===== config.mk =====
export PLATFORM = sky130hd
export DESIGN_NAME = decoder_3to8
export DESIGN_NICKNAME = d
export VERILOG_FILES = /design/src/rtl/decoder_3to8.sv
export SDC_FILE = /design/constraint.sdc
export NUM_CORES = 1
export LEC_CHECK = 0
export ABC_CLOCK_PERIOD_IN_PS = 2060
export BUFFER_PORTS_ARGS = -buffer_cell sky130_fd_sc_hd__clkbuf_2
export CORE_AREA = 2 2 39 41
export CTS_CLUSTER_SIZE = 20
export DETAILED_ROUTE_END_ITERATION = 7
export DIE_AREA = 0 0 41 43
export GPL_TIMING_DRIVEN = 1
export PLACE_DENSITY = 0.61
export SYNTH_ARGS = -nofsm -noshare
export SYNTH_HDL_FRONTEND = slang
export SYNTH_SLANG_ARGS = --single-unit

===== constraint.sdc =====
create_clock -name clk -period 2.06 [get_ports clk]
set_input_delay 0.206 -clock clk [delete_from_list [all_inputs] [get_ports clk]]
set_output_delay 0.206 -clock clk [all_outputs]
set_load 0.03 [all_outputs]

===== src/rtl/decoder_3to8.sv =====
`default_nettype none
// ---------------------------------------------------------------------------
// Module      : decoder_3to8
// Description : Registered 3-to-8 one-hot decoder with enable and selectable
//               output polarity. Y updates one clock after I/en are sampled.
//               valid marks that Y holds a real decode, not the reset value.
// Revision    : 1.0 - initial release
// ---------------------------------------------------------------------------
module decoder_3to8 #(
  parameter bit ACTIVE_LOW = 1'b0
) (
  input  logic       clk,
  input  logic       rst,
  input  logic       en,
  input  logic [2:0] I,
  output logic [7:0] Y,
  output logic       valid
);

  // Pattern driven while no decode has been loaded (all lines inactive).
  localparam logic [7:0] INACTIVE = ACTIVE_LOW ? 8'hFF : 8'h00;

  logic [7:0] onehot;
  logic [7:0] decoded;

  // Each output line compares the select against its own index.
  generate
    for (genvar k = 0; k < 8; k++) begin : g_line
      assign onehot[k] = (I == 3'(k));
    end
  endgenerate

  // Apply output polarity before the register so Y is a clean flop output.
  always_comb begin
    decoded = onehot;
    if (ACTIVE_LOW) begin
      decoded = ~onehot;
    end
  end

  // Output register: reset dominates enable; en=0 holds the last decode.
  always_ff @(posedge clk) begin
    if (rst) begin
      Y     <= INACTIVE;
      valid <= 1'b0;
    end else if (en) begin
      Y     <= decoded;
      valid <= 1'b1;
    end
  end

endmodule
`default_nettype wire


==> flow_metrics.py, run 1 <==
metrics = {
    "run_status": {
        "outcome": "complete, no violations",
    },
    "logic_synthesis": {
        "avgSynthCellArea_um2": 9.81,
        "synth_warnings": 0,
        "synth.top_cell.area_share": 0.497,
        "synth.cell_area_um2": 363,
        "synthCells": 37,
        "ys_seq_area_frac": 0.497,
        "synth_compound_area_frac": 0.110,
        "yosysUniqueCellTypes": 10,
        "syn-num-nets": 43,
        "synth_top_family_by_area": "simple AND/OR/NAND/NOR gates",
        "synthSimpleGateAreaFrac": 0.369,
        "synth.area.top_cells": "dfxtp_1, nand2b_1, a21oi_1",
        "synth_mux_area_frac": 0,
        "yosys_register_bits": 9,
        "synth_xor_area_frac": 0,
        "synth_fa_ha_area_frac": 0,
        "synth.largest_area_cell": "dfxtp_1",
    },
    "placed_design": {
        "dpl-instance-area_um2": 444,
        "gp_congestion": 0.606,
        "numPortBuffers": 14,
        "hpwlAfterDp_um": 503,
        "place_ws_ns": 0.961,
    },
    "timing": {
        "post-route-period-util": 0.487,
        "worst_slew_pin_slew_ns": 0.258,
        "min_period_ns": 1.00,
        "setup_viol_count_final": 0,
        "slew_headroom": 0.828,
        "finalHoldViolCount": 0,
        "holdWs_ns": 0.240,
        "rsz0062_at_grt": "no",
        "slew_viol_final": 0,
        "fin_setup_tns_ns": 0,
        "fmax_mhz": 997,
        "finClkSkew_ns": 0,
        "worst_slack_ns": 1.06,
    },
    "floorplan": {
        "start_util": 0.262,
        "die_w_um": 41,
        "die-area_um2": 1760,
        "die_h_um": 43,
        "io_pins": 15,
        "rows": 14,
        "fp.coreArea_um2": 1380,
    },
    "route": {
        "drt-initial-drc-count": 4,
        "vias_per_cell": 4.43,
        "wl_per_cell_um": 10.5,
        "drc": 0,
        "num_vias": 306,
        "ant_nets": 0,
        "dr.pass1.iters": 2,
        "wl_um": 726,
    },
    "worst_setup_path": {
        "r2r-start": "Y[7]$_SDFFE_PP0P_",
        "reg2reg_to": "Y[7]$_SDFFE_PP0P_",
        "critPathTopFamily": "flip-flops",
        "cp-end-kind": "output pin",
        "max_stage_delay_ns": 0.34,
        "timing_worst_setup_path_type": "reg2out",
        "start_kind": "flop",
        "cp.required_ns": 1.85,
        "rrSetupSlack_ns": 1.47,
        "crit_path_cell_trace": "clkbuf_2",
        "path_buf_inv": 1,
        "reg2reg_depth": 2,
        "crit_slowest_cell": "dfxtp_1",
        "critPathMaxFanout": 2,
        "critPathArrivalTime_ns": 0.80,
    },
    "clock_tree": {
        "clkSinkCount": 9,
        "numCtsBuffers": 3,
        "hold_buffers": 0,
        "clk_root_buffer_cell": "clkbuf_4",
        "htreeDepth": 1,
        "clk_latency_ns": 0.26,
        "path_clk_slew_ns": 0.06,
        "cts_tree": "done",
        "cts.path.max_buffers": 2,
        "postCtsResizedCells": 0,
        "post_cts_buffers": 0,
    },
    "layout": {
        "postLayoutCellArea_um2": 470,
        "nNetsFinal": 60,
        "num_antenna_cells": 0,
        "area_growth_pct": 29.7,
        "drive_gt1_frac": 0.321,
        "fillCellCount": 152,
    },
    "power": {
        "p_leak_nw": 0.185,
        "p_total_mw": 0.357,
        "powerDensity_nw_per_um2": 758,
        "peakVddDrop_mv": 0.358,
    },
    "global_route": {
        "grt_remaining_overflow": 0,
        "grt_pass1_vias": 245,
        "antenna_found_initial": 0,
        "grt_max_degree": 18,
        "grt_pass1_wl_um": 1080,
        "grt_usage": 0.0935,
    },
    "hold_path": {
        "holdPathEnd": "Y[1]$_SDFFE_PP0P_",
        "whs_path_depth": 2,
        "min_path_type": "in2reg",
        "hold_start": "rst",
    },
    "run": {
        "cap_violations": 0,
    },
}
[cell usage after synthesis, drive strengths merged]
cell type  count
dfxtp          9
a21oi          8
nand2b         8
nand4b         3
nand4bb        3
nor2           2
buf            1
clkbuf         1
nand4          1
or4b           1
[cell type report]
cell class / instances / area [um2] / share of cell area
multi-input cells: 26 / 174 / 0.370
flip-flops and latches: 9 / 180 / 0.383
well taps: 16 / 20.0 / 0.0426
repair buffers: 14 / 70.1 / 0.149
clock buffers: 4 / 26.3 / 0.0559
[routing by layer]
metal,GRT usage,share of wire,vias up,wire [um]
li1,-,-,166,-
met1,0.123,0.47,129,338
met2,0.116,0.42,11,308
met3,0.0628,0.11,0,79
met4,0.0400,0,0,0
met5,0,0,-,0
[layout by cell type (no fill, tap or decap)]
cell       synthesis  layout
nand4b_1           3       3
dfxtp_1            9       9
a21oi_1            8       8
nand4_1            1       1
clkbuf_2           0      14
or4b_1             1       1
nor2_1             2       2
clkbuf_1           1       1
clkbuf_4           0       3
nand2b_1           8       8
nand4bb_1          3       3
[metrics by stage]
stage,std cells,util
final,69,0.340
after global routing,69,0.340
after CTS,69,0.340
after detailed placement,65,0.321
after global placement,65,0.321
after floorplan,37,-
[how the worst max path moves through the flow]
| stage | slack [ns] | depth (start not counted) | to | startpoint |
|---|---|---|---|---|
| detailed placement | 0.96 | 3 | Y[0]$_SDFFE_PP0P_ | en |
| CTS | 1.04 | 1 | Y[2] | Y[2]$_SDFFE_PP0P_ |
| global placement | 0.99 | 3 | Y[0]$_SDFFE_PP0P_ | en |
| finish | 1.06 | 1 | Y[7] | Y[7]$_SDFFE_PP0P_ |
| global route | 1.01 | 1 | Y[5] | Y[5]$_SDFFE_PP0P_ |
| floorplan | 1.17 | 2 | Y[0]$_SDFFE_PP0P_ | I[2] |
[power breakdown]
| group | switching [mW] | internal, mW | total (mW) |
|---|---|---|---|
| Combinational | 0.0264 | 0.0153 | 0.0418 |
| Clock | 0.0588 | 0.0745 | 0.133 |
| Sequential | 0.00248 | 0.179 | 0.182 |
| Total | 0.0878 | 0.269 | 0.357 |
[registers in the layout (all words and copies together) (netlist names)]
name,flops
valid,1
Y,8
[logic make-up after synthesis]
| group | count (synthesis) |
|---|---|
| AOI/OAI and AO/OA | 8 |
| DFF | 9 |
| and+or+nand+nor | 18 |
| buffers and inverters | 2 |
Power figures use the tool's default switching activity.
==> run 2: changes to the inputs <==
--- a/config.mk
+++ b/config.mk
@@ -5,7 +5,8 @@
 export SDC_FILE = /design/constraint.sdc
 export NUM_CORES = 1
 export LEC_CHECK = 0
-export ABC_CLOCK_PERIOD_IN_PS = 2060
+export ABC_AREA = 1
+export ABC_CLOCK_PERIOD_IN_PS = 1000
 export BUFFER_PORTS_ARGS = -buffer_cell sky130_fd_sc_hd__clkbuf_2
 export CORE_AREA = 2 2 39 41
 export CTS_CLUSTER_SIZE = 20
==> constraint.sdc (replaced) <==
create_clock -name clk -period 1 [get_ports clk]
set_input_delay 0.1 -clock clk [delete_from_list [all_inputs] [get_ports clk]]
set_output_delay 0.1 -clock clk [all_outputs]
set_load 0.03 [all_outputs]
==> run 2 against run 1 <==
  * Non-clock buffer count did not move
  * Count of clock-buffer cells in the layout did not move
  * Sequential power rose by 110%
  * Clock power rose by 100%
  * Global-route usage rose by 1.0 points
  * Clock skew did not move
  * First-iteration DRC count rose by 100%
  * Sequential share of layout area rose by 0.20 points
  * Cell area fell by 0.53%
  * Sequential cell count did not move
  * Critical path type unchanged
==> flow_metrics.py, run 2 <==
metrics = {
    "run_status": {
        "outcome": "complete, no violations",
    },
    "clock_tree": {
        "htreeDepth": 1,
        "clkSinkCount": 9,
        "cts.path.max_buffers": 2,
        "postCtsResizedCells": 0,
        "cts_tree": "done",
        "path_clk_slew_ns": 0.06,
        "clk_latency_ns": 0.25,
        "numCtsBuffers": 3,
        "post_cts_buffers": 0,
        "clk_root_buffer_cell": "clkbuf_4",
        "hold_buffers": 0,
    },
    "layout": {
        "area_growth_pct": 31.2,
        "drive_gt1_frac": 0.359,
        "seq_area_um2": 180,
        "layout_commonest_cell": "nand2_1",
        "fillCellCount": 160,
        "largest_reg_flops": 8,
        "top_regs": "Y: 8 flops, valid: 1 flops",
        "stdcell_count": 80,
        "nNetsFinal": 71,
        "mostFrequentLayoutCells": "nand2_1, clkbuf_2, dfxtp_1",
        "top_register": "Y",
        "post-route-util": 0.338,
        "num_antenna_cells": 0,
        "postLayoutCellArea_um2": 468,
        "multi_input_area_um2": 153,
    },
    "global_route": {
        "grt_usage": 0.104,
        "antenna_found_initial": 0,
        "grt_max_degree": 10,
        "grt_pass1_wl_um": 1230,
        "grt_remaining_overflow": 0,
        "grt_pass1_vias": 316,
    },
    "power": {
        "p_leak_nw": 0.217,
        "comb_power_share": 0.122,
        "seqPwrFrac": 0.510,
        "clkPwrFrac": 0.368,
        "p_total_mw": 0.735,
        "peakVddDrop_mv": 0.645,
        "p_int_mw": 0.549,
        "p_switching_mw": 0.186,
        "powerDensity_nw_per_um2": 1570,
        "swShare": 0.253,
    },
    "route": {
        "wl_per_cell_um": 9.24,
        "met3_length_um": 30,
        "drt-initial-drc-count": 8,
        "drc": 0,
        "wl_met1_um": 302,
        "num_vias": 346,
        "ant_nets": 0,
        "dr.pass1.iters": 4,
        "dr_wl_met2_um": 392,
        "top_layer_used": "met4",
        "wl_um": 739,
        "vias_per_cell": 4.33,
    },
    "timing": {
        "slew_headroom": 0.853,
        "finalHoldViolCount": 0,
        "fmax_mhz": 1110,
        "worst_slack_ns": 0.0995,
        "finClkSkew_ns": 0,
        "min_period_ns": 0.901,
        "rsz0062_at_grt": "no",
        "worst_slew_pin_slew_ns": 0.221,
        "post-route-period-util": 0.901,
        "fin_setup_tns_ns": 0,
        "setup_viol_count_final": 0,
        "holdWs_ns": 0.0935,
        "slew_viol_final": 0,
    },
    "worst_setup_path": {
        "cp-end-kind": "output pin",
        "crit_slowest_cell": "dfxtp_1",
        "cp.required_ns": 0.90,
        "max_stage_delay_ns": 0.34,
        "path_buf_inv": 1,
        "critPathMaxFanout": 2,
        "critPathArrivalTime_ns": 0.80,
        "timing_worst_setup_path_type": "reg2out",
        "crit_path_cell_trace": "clkbuf_2",
        "start_kind": "flop",
        "critPathTopFamily": "flip-flops",
    },
    "logic_synthesis": {
        "yosys_register_bits": 9,
        "synthCells": 47,
        "synth_most_common_cell": "nand2_1",
        "syn-num-nets": 53,
        "synthTopCellsByCount": "nand2_1, dfxtp_1, nor2_1",
        "avgSynthCellArea_um2": 7.59,
        "synth.largest_area_cell": "dfxtp_1",
        "synth.area.top_cells": "dfxtp_1, nand2_1, a21oi_2",
        "synthArstFlopShare": 0,
        "synth.cell_area_um2": 357,
        "yosysUniqueCellTypes": 9,
        "synth_warnings": 0,
        "synth_top_flop_cell": "dfxtp_1",
        "synth.top_cell.area_share": 0.505,
        "ys_seq_area_frac": 0.505,
        "synth_edf_count": 0,
    },
    "floorplan": {
        "start_util": 0.258,
        "die_w_um": 41,
        "fp.coreArea_um2": 1380,
        "die-area_um2": 1760,
        "io_pins": 15,
        "die_h_um": 43,
        "rows": 14,
    },
    "placed_design": {
        "dpl-instance-area_um2": 442,
        "gp_congestion": 0.721,
        "hpwlAfterDp_um": 584,
        "dp_cells": 76,
        "place_ws_ns": 0.312,
        "numPortBuffers": 14,
    },
    "run": {
        "cap_violations": 0,
    },
    "hold_path": {
        "min_path_type": "in2reg",
    },
}
run 2: changes by cell type after synthesis:
cell / change
nand2_1: +18
a21oi_1: -4
nor2_1: +3
nand2b_1: -8
nor2_4: +1
nand4_1: -1
nand4b_1: -3
inv_1: +4
clkbuf_1: -1
nand4bb_1: -3
or4b_1: -1
a21oi_2: +4
inv_2: +1
run 2: cells by family after synthesis:
family / share of synthesized area
flops: 0.505
compound gates: 0.154
simple gates: 0.274
buf+inv: 0.0666
run 2: area by class of cell:
type / count / share of cell area
tap: 16 / 0.0428
clock buffer: 4 / 0.0561
inverter: 5 / 0.0401
timing repair buffer: 14 / 0.150
sequential: 9 / 0.385
multi-input combinational: 32 / 0.326
run 2: path summary, 6_finish.rpt:
| check | from | to | slack, ns | depth (start not counted) |
|---|---|---|---|---|
| worst min-delay path | en | valid$_SDFFE_PP0P_ | 0.09 | 3 |
| worst max-delay path | Y[4]$_SDFFE_PP0P_ | Y[4] | 0.1 | 1 |
| worst max register to register | Y[4]$_SDFFE_PP0P_ | Y[4]$_SDFFE_PP0P_ | 0.39 | 2 |
| worst min register to register | Y[5]$_SDFFE_PP0P_ | Y[5]$_SDFFE_PP0P_ | 0.47 | 2 |
run 2: power groups by stage:
stage / Combinational (mW) / Sequential, mW / Clock, mW
floorplan: 0.0380 / 0.403 / 0
global placement: 0.0889 / 0.383 / 0
detailed placement: 0.0900 / 0.383 / 0
CTS: 0.0903 / 0.375 / 0.280
global route: 0.0993 / 0.376 / 0.295
finish: 0.0898 / 0.375 / 0.271
run 2: per-layer routing:
metal,up-vias,global-route usage
met3,2,0.0314
met1,157,0.114
li1,179,-
met2,8,0.166
met5,-,0
met4,0,0.0600
